`src/rtl/atanh_pkg.sv`:
```
// Shared definitions for the atanh CORDIC arbiter slice: parameter defaults,
// FSM state encoding and fixed-point scale factors.
package atanh_pkg;

  localparam int N_REQ_DEF  = 4;   // requesters sharing the core
  localparam int DW_DEF     = 9;   // operand/result width, signed fixed point
  localparam int TO_CYC_DEF = 64;  // watchdog limit (timeout build only)

  // Fixed-point weights: tanh(a) operand LSB and atanh result LSB (pi/512).
  localparam real TANHA_LSB = 0.00390625;
  localparam real A_LSB     = 0.006135923151543;

  typedef enum logic [2:0] {
    IDLE,
    TRIG,
    WAIT_HI,
    WAIT_LO,
    DONE
  } state_t;

endpackage

```
`src/rtl/atanh_arb_if.sv`:
```
// Requester-side request/response bundle of the atanh arbiter.
// master = requester front end, slave = arbiter.
interface atanh_arb_if
  import atanh_pkg::*;
#(
  parameter int N_REQ = N_REQ_DEF,
  parameter int DW    = DW_DEF
) ();

  localparam int IW = $clog2(N_REQ);

  logic [N_REQ-1:0]    req_vld;
  logic [N_REQ*DW-1:0] req_tanha;
  logic [N_REQ-1:0]    req_rdy;
  logic                rsp_vld;
  logic [IW-1:0]       rsp_id;
  logic signed [DW-1:0] rsp_a;
  logic                rsp_err;

  modport master (
    output req_vld, req_tanha,
    input  req_rdy, rsp_vld, rsp_id, rsp_a, rsp_err
  );

  modport slave (
    input  req_vld, req_tanha,
    output req_rdy, rsp_vld, rsp_id, rsp_a, rsp_err
  );

endinterface

```
`src/rtl/rr_arbiter.sv`:
```
// Combinational round-robin pick: first set request at or after ptr_i,
// wrapping modulo N_REQ. The pointer register lives in the parent.
module rr_arbiter #(
  parameter int N_REQ = 4,
  localparam int IW   = $clog2(N_REQ)
) (
  input  logic [N_REQ-1:0] req_i,
  input  logic [IW-1:0]    ptr_i,
  output logic [N_REQ-1:0] gnt_o,
  output logic [IW-1:0]    gnt_idx_o,
  output logic             any_o
);

  localparam int SW = IW + 1;

  logic [N_REQ-1:0] rot;
  logic [IW-1:0]    off;
  logic [SW-1:0]    sum;

  // Rotate so the pointer sits at bit 0, take the lowest set bit, un-rotate.
  always_comb begin
    // NOTE: every output and temporary gets a default before any branch so no latch is inferred.
    rot       = '0;
    off       = '0;
    sum       = '0;
    gnt_idx_o = '0;
    gnt_o     = '0;
    any_o     = |req_i;
    rot       = N_REQ'({req_i, req_i} >> ptr_i);
    for (int k = N_REQ - 1; k >= 0; k--) begin
      if (rot[k]) off = IW'(k);
    end
    sum = {1'b0, ptr_i} + {1'b0, off};
    if (sum >= SW'(N_REQ)) sum = sum - SW'(N_REQ);
    gnt_idx_o = sum[IW-1:0];
    gnt_o     = any_o ? (N_REQ'(1) << gnt_idx_o) : '0;
  end

endmodule

```
`src/rtl/atanh_arb.sv`:
```
// Round-robin arbiter/sequencer sharing one atanh CORDIC core among N_REQ
// requesters: grant, latch operand, pulse core_trig, track the core_vld
// window, return the result tagged with the requester id.
// Optional watchdog: define ATANH_ARB_TIMEOUT_EN.
module atanh_arb
  import atanh_pkg::*;
#(
  parameter int N_REQ  = N_REQ_DEF,
  parameter int DW     = DW_DEF,
  parameter int TO_CYC = TO_CYC_DEF
) (
  input  logic                 clk,
  input  logic                 rstn,
  atanh_arb_if.slave           bus,
  output logic                 core_trig,
  output logic signed [DW-1:0] core_tanha,
  input  logic                 core_vld,
  input  logic signed [DW-1:0] core_a,
  output logic                 busy
);

  localparam int IW = $clog2(N_REQ);

  if (N_REQ < 2 || N_REQ > 8) begin : g_bad_nreq
    $error("atanh_arb: N_REQ must lie in 2..8");
  end
  if (TO_CYC < 2) begin : g_bad_to
    $error("atanh_arb: TO_CYC must be at least 2");
  end

  state_t               state_q;
  logic [IW-1:0]        ptr_q, id_q, rsp_id_q;
  logic [N_REQ-1:0]     req_rdy_q;
  logic                 rsp_vld_q, core_trig_q, busy_q;
  logic signed [DW-1:0] core_tanha_q, rsp_a_q;

  logic [N_REQ-1:0]     gnt;
  logic [IW-1:0]        gnt_idx, ptr_d;
  logic                 any_req;
  logic signed [DW-1:0] tanha_d;

  rr_arbiter #(.N_REQ(N_REQ)) u_rr (
    .req_i    (bus.req_vld),
    .ptr_i    (ptr_q),
    .gnt_o    (gnt),
    .gnt_idx_o(gnt_idx),
    .any_o    (any_req)
  );

  // Operand of the winning requester and the pointer just past it.
  always_comb begin
    tanha_d = '0;
    for (int k = 0; k < N_REQ; k++) begin
      if (gnt[k]) tanha_d = bus.req_tanha[k*DW +: DW];
    end
    ptr_d = (gnt_idx == IW'(N_REQ - 1)) ? '0 : gnt_idx + IW'(1);
  end

`ifdef ATANH_ARB_TIMEOUT_EN
  localparam int CW = $clog2(TO_CYC + 1);
  logic [CW-1:0] cnt_q;
  logic          rsp_err_q;
  logic          to_hit;
  // DONE plus the registered strobe add two cycles, so expiry fires two counts
  // early and rsp_vld lands exactly TO_CYC cycles after the first WAIT_HI cycle.
  assign to_hit      = (cnt_q == CW'(TO_CYC - 2));
  assign bus.rsp_err = rsp_err_q;
`else
  assign bus.rsp_err = 1'b0;
`endif

  // Sequencer FSM with registered pulses, operand latch and response hold.
  always_ff @(posedge clk) begin
    if (!rstn) begin
      // NOTE: there is no storage array here; every register is reset because all outputs must read 0.
      state_q      <= IDLE;
      ptr_q        <= '0;
      id_q         <= '0;
      rsp_id_q     <= '0;
      req_rdy_q    <= '0;
      rsp_vld_q    <= 1'b0;
      core_trig_q  <= 1'b0;
      busy_q       <= 1'b0;
      core_tanha_q <= '0;
      rsp_a_q      <= '0;
`ifdef ATANH_ARB_TIMEOUT_EN
      cnt_q        <= '0;
      rsp_err_q    <= 1'b0;
`endif
    end else begin
      // NOTE: non-blocking assignments, so every branch sees the pre-edge register values.
      req_rdy_q   <= '0;
      rsp_vld_q   <= 1'b0;
      core_trig_q <= 1'b0;
`ifdef ATANH_ARB_TIMEOUT_EN
      if (state_q == WAIT_HI || state_q == WAIT_LO) cnt_q <= cnt_q + CW'(1);
`endif
      case (state_q)
        IDLE: begin
          if (any_req) begin
            req_rdy_q    <= gnt;
            core_tanha_q <= tanha_d;
            id_q         <= gnt_idx;
            ptr_q        <= ptr_d;
            busy_q       <= 1'b1;
            state_q      <= TRIG;
          end
        end
        TRIG: begin
          core_trig_q <= 1'b1;
          state_q     <= WAIT_HI;
`ifdef ATANH_ARB_TIMEOUT_EN
          cnt_q       <= '0;
`endif
        end
        WAIT_HI: begin
          if (core_vld) state_q <= WAIT_LO;
`ifdef ATANH_ARB_TIMEOUT_EN
          else if (to_hit) begin
            rsp_a_q   <= '0;
            rsp_id_q  <= id_q;
            rsp_err_q <= 1'b1;
            state_q   <= DONE;
          end
`endif
        end
        WAIT_LO: begin
          if (!core_vld) begin
            rsp_a_q   <= core_a;
            rsp_id_q  <= id_q;
            state_q   <= DONE;
`ifdef ATANH_ARB_TIMEOUT_EN
            rsp_err_q <= 1'b0;
`endif
          end
`ifdef ATANH_ARB_TIMEOUT_EN
          else if (to_hit) begin
            rsp_a_q   <= '0;
            rsp_id_q  <= id_q;
            rsp_err_q <= 1'b1;
            state_q   <= DONE;
          end
`endif
        end
        DONE: begin
          rsp_vld_q <= 1'b1;
          busy_q    <= 1'b0;
          state_q   <= IDLE;
        end
        default: state_q <= IDLE;
      endcase
    end
  end

  assign bus.req_rdy = req_rdy_q;
  assign bus.rsp_vld = rsp_vld_q;
  assign bus.rsp_id  = rsp_id_q;
  assign bus.rsp_a   = rsp_a_q;
  assign core_trig   = core_trig_q;
  assign core_tanha  = core_tanha_q;
  assign busy        = busy_q;

endmodule

```
`src/flat_wrapper.sv`:
```
// flat-port wrapper written by rule: the top's interface ports become plain ports
module atanh_arb_flat import atanh_pkg::*;
#(
  parameter int N_REQ  = N_REQ_DEF,
  parameter int DW     = DW_DEF,
  parameter int TO_CYC = TO_CYC_DEF
)
  (clk, rstn, core_trig, core_tanha, core_vld, core_a, busy, bus_req_vld, bus_req_tanha, bus_req_rdy, bus_rsp_vld, bus_rsp_id, bus_rsp_a, bus_rsp_err);
  atanh_arb_if #(.N_REQ(N_REQ), .DW(DW)) bus_i ();
  input  logic clk;
  input  logic rstn;
  output logic core_trig;
  output logic signed [DW-1:0] core_tanha;
  input  logic core_vld;
  input  logic signed [DW-1:0] core_a;
  output logic busy;
  input wire logic [$bits(bus_i.req_vld)-1:0] bus_req_vld;
  input wire logic [$bits(bus_i.req_tanha)-1:0] bus_req_tanha;
  output wire logic [$bits(bus_i.req_rdy)-1:0] bus_req_rdy;
  output wire logic [$bits(bus_i.rsp_vld)-1:0] bus_rsp_vld;
  output wire logic [$bits(bus_i.rsp_id)-1:0] bus_rsp_id;
  output wire logic [$bits(bus_i.rsp_a)-1:0] bus_rsp_a;
  output wire logic [$bits(bus_i.rsp_err)-1:0] bus_rsp_err;
  assign bus_i.req_vld = bus_req_vld;
  assign bus_i.req_tanha = bus_req_tanha;
  assign bus_req_rdy = bus_i.req_rdy;
  assign bus_rsp_vld = bus_i.rsp_vld;
  assign bus_rsp_id = bus_i.rsp_id;
  assign bus_rsp_a = bus_i.rsp_a;
  assign bus_rsp_err = bus_i.rsp_err;
  atanh_arb #(.N_REQ(N_REQ), .DW(DW), .TO_CYC(TO_CYC)) u_core (.clk(clk), .rstn(rstn), .bus(bus_i), .core_trig(core_trig), .core_tanha(core_tanha), .core_vld(core_vld), .core_a(core_a), .busy(busy));
endmodule
```
`config.mk`:
```
export PLATFORM = sky130hd
export DESIGN_NAME = atanh_arb_flat
export DESIGN_NICKNAME = d
export VERILOG_FILES = /design/src/rtl/atanh_pkg.sv /design/src/rtl/atanh_arb_if.sv /design/src/rtl/rr_arbiter.sv /design/src/rtl/atanh_arb.sv /design/src/flat_wrapper.sv
export SDC_FILE = /design/constraint.sdc
export NUM_CORES = 1
export LEC_CHECK = 0
export BUFFER_PORTS_ARGS = -buffer_cell sky130_fd_sc_hd__buf_2
export CAP_MARGIN = 15
export CELL_PAD_IN_SITES_DETAIL_PLACEMENT = 1
export CELL_PAD_IN_SITES_GLOBAL_PLACEMENT = 2
export CORE_ASPECT_RATIO = 1.75
export CORE_MARGIN = 2
export CORE_UTILIZATION = 26
export CTS_CLUSTER_SIZE = 30
export DETAILED_ROUTE_END_ITERATION = 12
export PLACE_DENSITY = 0.92
export SYNTH_ARGS = -nofsm -noshare
export SYNTH_HDL_FRONTEND = slang
export SYNTH_HIERARCHICAL = 1
export SYNTH_SLANG_ARGS = --single-unit
```
`constraint.sdc`:
```
create_clock -name clk -period 8 [get_ports clk]
set_input_delay 1.6 -clock clk [delete_from_list [all_inputs] [get_ports clk]]
set_output_delay 1.6 -clock clk [all_outputs]
set_load 0.1 [all_outputs]
```
* Word level (Yosys, flattened, before mapping)
Cells that the tools add are included.
W data, S select, Z words.
** Word-level totals
- Output and inout bits :: 28
- Bits of input ports :: 52
- Memories kept :: 0
- Bits in read-only memories :: 0
- Logic and storage cells :: 52
- RAM bits :: 0
- Latch bits :: 0
- Register bits :: 34
** Operators by class
- Equality and inequality tests :: 8
- Magnitude comparators :: 1
- Shifts and indexed selects :: 2
- Reductions and logical operators :: 8
- Multiplexer cells :: 19
- Multiply operators :: 0
- $add $sub $neg :: 3
- Div/mod/pow operators :: 0
- Bitwise logic cells :: 1
** Operator list (count)
- $mux W9 :: 4
- $mux W2 :: 6
- $pmux W3 S4 :: 1
- $mux W3 :: 3
- $shr A8 B2 Y4 :: 1
- $eq A3 B2 Y1 const B :: 2
- $reduce_and A2 Y1 :: 3
- $reduce_and A3 Y1 :: 2
- $mux W4 :: 1
- $ne A2 B2 Y1 const B :: 2
- $reduce_or A4 Y1 :: 1
- $shl A1 B2 Y4 const A :: 1
- $add A2 B2 Y3 :: 1
- $eq A3 B1 Y1 const B :: 1
- $eq A3 B3 Y1 const B :: 1
- $ge A3 B3 Y1 const B :: 1
- $logic_not A3 Y1 :: 1
- $mux W1 :: 3
- $add A2 B1 Y2 const B :: 1
- $eq A2 B2 Y1 const B :: 1
- $ne A2 B1 Y1 const B :: 1
- $pmux W1 S2 :: 1
- $reduce_bool A2 Y1 :: 1
- $sub A2 B1 Y2 const B :: 1
- $not A1 Y1 :: 1

* Depth between registers and ports, before layout
- Depth in word-level cells :: 14
- Depth in mapped cells :: 13
- Mapped depth without buffers :: 12

* Hierarchy
The synthesis kept the hierarchy.
** By module, submodules not included
- atanh_arb :: cells each 174, times used 1, area each 1468.9 sq um, seq. area each 680.7 sq um
- rr_arbiter :: cells each 38, times used 1, area each 265.3 sq um, seq. area each 0.0 sq um

* Least setup slack after synthesis
Ideal clock, no wire load.
- Kind :: input to register
- Start point :: in bus_req_vld[1]
- End point :: reg u_core.core_tanha_q[6] (netlist: u_core/core_tanha[6])
- Cell stages on the path :: 13
- Required time :: 7.926 ns
- Setup slack :: 4.133 ns
- Arrival :: 3.792 ns
- Setup time :: 0.074 ns
- Path buffers :: 2
- Path through :: buf_6 > nor2b_1 > a21oi_1 > o211ai_1 > o21a_1 > ha_1 > xor2_1 > a31oi_1 > nor3b_1 > buf_2 > a21oi_1 > a221o_1 > a31oi_1
** Between the ends
- Elaborated cells on any way between the ends :: 17
- Those cells by class :: 2 x add/sub; 1 x order compare; 2 x shift; 10 x mux; 2 x reduce/logical
** RTL lines
- start, declared :: RTL line flat_wrapper.sv:17 : input wire logic [$bits(bus_i.req_vld)-1:0] bus_req_vld;
- $shr A8 B2 Y4 :: RTL line rr_arbiter.sv:29 : rot = N_REQ'({req_i, req_i} >> ptr_i);
- $mux W2 (4 in a row) :: RTL line rr_arbiter.sv:31 : if (rot[k]) off = IW'(k);
- $add A2 B2 Y3 :: RTL line rr_arbiter.sv:33 : sum = {1'b0, ptr_i} + {1'b0, off};
- $ge A3 B3 Y1 / $sub A2 B1 Y2 (equally long branches) :: RTL line rr_arbiter.sv:34 : if (sum >= SW'(N_REQ)) sum = sum - SW'(N_REQ);
- $mux W2 :: RTL line rr_arbiter.sv:34
- $shl A1 B2 Y4 :: RTL line rr_arbiter.sv:36 : gnt_o = any_o ? (N_REQ'(1) << gnt_idx_o) : '0;
- $mux W4 (*) :: RTL line rr_arbiter.sv:36
- via u_core.gnt[1] :: RTL line atanh_arb.sv:37 : logic [N_REQ-1:0] gnt;
- $mux W9 (*) (3 in a row) :: RTL line atanh_arb.sv:54 : if (gnt[k]) tanha_d = bus.req_tanha[k*DW +: DW];
- end signal, assigned :: RTL line atanh_arb.sv:102 : core_tanha_q <= tanha_d;
- end, declared :: RTL line atanh_arb.sv:35 : logic signed [DW-1:0] core_tanha_q, rsp_a_q;
The timed path passes the listed nets; every way through them passes the cells marked *.
A chain may end at the register's enable or synchronous reset.

* Worst setup path in the final report
- Start point :: in bus_req_vld[3]
- End point :: reg u_core.core_tanha_q[0] (netlist: u_core/core_tanha[0])
Same word-level chain as after synthesis.

==> impl_metrics.csv <==
group,metric,value,unit
sta,max_slew_margin,0.328,
worst_setup_path,slowest_stage,"nor3b_2",
final_layout,layout_common_cells,"buf_2, nand2_1, dfxtp_1",
floorplanning,coreArea,6490,sq um
cts,clk_latency,270,ps
synthesis,ys_warn_count,6,
pwr,p_total,0.992,mW
cts,cts_hold_buf,0,
detailed_routing,route.detailed.drc,0,
detailed_routing,drtIter0Drc,41,
global_routing,globalRouteTotalUtil,0.136,
final_layout,instances_no_fill,369,
sta,fin_crit,4090,ps
final_layout,stdcell_area,2320,sq um
global_routing,grt_pass1_wl,7.90,mm
worst_setup_path,path_class,"in -> reg",
worst_setup_path,critPathArrivalTime,4280,ps
job,max_cap_viol_count,0,
worst_setup_path,required,8190,ps
synthesis,synth_edf_count,0,
pwr,clock_power_share,0.191,
global_routing,grt_overflow,0,
placed_design,place_area,2170,sq um
placed_design,numPortBuffers,78,
cts,cts.sinks,34,
sta,final-setup-viol-count,0,
final_layout,drive_gt1_frac,0.334,
global_routing,grt_max_degree,23,
synthesis,ys_async_sr_fraction,0,
synthesis,syn_avg_cell_area,8.18,sq um
pwr,cellPowerDensity,427,nW/um^2
worst_setup_path,path_cells,"buf_2 > nor2b_1 > a21oi_1 > o2bb2ai_1 > o21a_1 > ha_1 > xor2_1 > nand4_1 > nor3b_2 > a21oi_1 > a221o_1 > a31oi_1",
sta,setup-tns-final,0,ps
pwr,p_seq_frac,0.235,
cts,cts_buffers,5,
sta,clock_skew,3.97,ps
worst_setup_path,critPathCaptureType,"flip-flop",
hold_path,hold_class,"reg -> reg",
placed_design,hpwl,3.73,mm
worst_setup_path,crit_path_start_kind,"input pin",
final_layout,syn_to_final_growth,34.1,%
synthesis,synth_seq_cells,34,
synthesis,postSynthCellCount,212,
cts,clkTransAtPathRegs,50,ps
synthesis,yosysTopAreaCell,"dfxtp_1",
final_layout,n_antenna_cell,0,
detailed_routing,vias,1780,
final_layout,layout_commonest_cell,"buf_2",
placed_design,place_inst,360,
synthesis,synth_fp_nets,266,
pwr,peakVddDrop,0.000196,V
cts,cts.repair.resized,0,
placed_design,gp_congestion,0.809,
pwr,p_int,0.509,mW
synthesis,ys_dominant_reg_cell,"dfxtp_1",
floorplanning,die_area,7360,sq um
cts,cts.htree.levels,2,
sta,tightest_slew,994,ps
pwr,pwr-share-comb,0.574,
sta,period_share,0.512,
synthesis,synth_area,1730,sq um
sta,rsz0062_at_grt,"false",
sta,finalHoldViolCount,0,
final_layout,nets,340,
floorplanning,die_x,65.7,microns
global_routing,grt_pass1_vias,1710,
detailed_routing,wl,4.84,mm
cts,clock_tree.root_cell,"clkbuf_16",
pwr,p_leak,1.08,nW
pwr,swShare,0.487,
floorplanning,die_height,112,microns
worst_setup_path,critPathMostFrequentCell,"a21oi_1",
synthesis,synth_cell_types,39,
cts,clk_path_buf_depth,2,
synthesis,synth_area_leaders,"dfxtp_1, nand2_1, a21oi_1",
floorplanning,start_util,0.267,
final_layout,utilization,0.358,
cts,post-cts-setup-buffer-count,0,
floorplanning,fp-row-count,39,
floorplanning,io_pins,80,
final_layout,fillers,829,
detailed_routing,dr.pass1.iters,4,
detailed_routing,drt.antenna.violating_nets,0,
detailed_routing,via_per_inst,4.82,
run_status,outcome,"finished clean",
worst_setup_path,slowest_delay,790,ps
synthesis,yosys.area.top_type_share,0.392,
synthesis,seq_area_frac_synth,0.392,
cts,cts_tree,"built",
pwr,p_sw,0.483,mW
global_routing,antenna_found_initial,0,
worst_setup_path,worstPathMaxFanout,19,
sta,slew_viol_final,0,
detailed_routing,drt-wirelength-per-cell,13.1,microns
sta,fmax,244,MHz
## cells in the mapped netlist (all sizes together), types with 3 or more instances
cell,n
clkbuf,5
inv,9
dfxtp,34
a221o,9
o21ai,12
a31oi,10
nand2b,3
nor2,11
nand3b,9
nand2,36
mux2i,4
buf,10
nor3b,6
a21oi,25
and3,5
## sequential cells by signal, indices dropped and copies added (netlist names)
name                count
u_core/ptr_q            2
u_core/bus.rsp_id       2
u_core/busy             1
u_core/core_trig        1
u_core/bus.rsp_vld      1
u_core/state_q          3
u_core/id_q             2
u_core/bus.req_rdy      4
u_core/core_tanha       9
u_core/bus.rsp_a        9
## path summary, 6_finish.rpt
check | from | to | slack (ps) | cells after the start
hold / removal | u_core/bus.rsp_id[1] | u_core/bus.rsp_id[1] | 450 | 2
setup reg to reg | u_core/ptr_q[1] | u_core/core_tanha[0] | 4820 | 11
setup / recovery | bus_req_vld[3] | u_core/core_tanha[0] | 3910 | 12
hold reg to reg | u_core/bus.rsp_id[1] | u_core/bus.rsp_id[1] | 450 | 2
## per-stage QoR
stage | setup slack, ps | hold WS, ps
3_5_place_dp | 3350 | 446
2_1_floorplan | 4130 | 431
4_1_cts | 3650 | 453
3_3_place_gp | 3550 | 439
6_report | 3910 | 449
5_1_grt | 3590 | 471
## critical path, delay by kind of cell
family / cells / cell delay (ps)
and+or+nand+nor: 3 / 1110
AOI/OAI and AO/OA: 6 / 1070
adders and majority gates: 1 / 190
xor gates and xnor gates: 1 / 170
buffers and inverters: 1 / 130
## power by group through the flow
| stage | registers [mW] | clock network (mW) | logic, mW |
|---|---|---|---|
| after floorplan | 0.421 | 0 | 0.282 |
| after global placement | 0.236 | 0 | 0.556 |
| after detailed placement | 0.237 | 0 | 0.568 |
| after CTS | 0.234 | 0.196 | 0.569 |
| after global routing | 0.240 | 0.203 | 0.615 |
| final | 0.233 | 0.190 | 0.569 |
## metal layers
layer,GRT usage,part of all wire
met1,0.141,0.38
met2,0.245,0.53
met3,0.0361,0.061
met4,0.0653,0.029
met5,0,0
## logic make-up (layout without fill, tap and decap cells)
family | Yosys count | after routing | share of synthesized area
other cells | 1 | 1 | 0.00216
flops | 34 | 34 | 0.392
mux | 4 | 4 | 0.0231
xor+xnor | 1 | 1 | 0.00505
simple gates | 83 | 83 | 0.263
buf+inv | 25 | 100 | 0.0729
compound gates | 62 | 62 | 0.227
fa+ha+maj | 2 | 2 | 0.0144
## layout make-up
class                      instances  area [sq um]  area share
tap                               82           103      0.0441
timing repair buffer              82           418       0.180
inverter                          10          37.5      0.0161
sequential                        34           681       0.293
clock buffer                       7           143      0.0614
multi-input combinational        153           938       0.404
clock inverter                     1          5.00     0.00215
No activity file was read; power rests on OpenSTA's default activity.
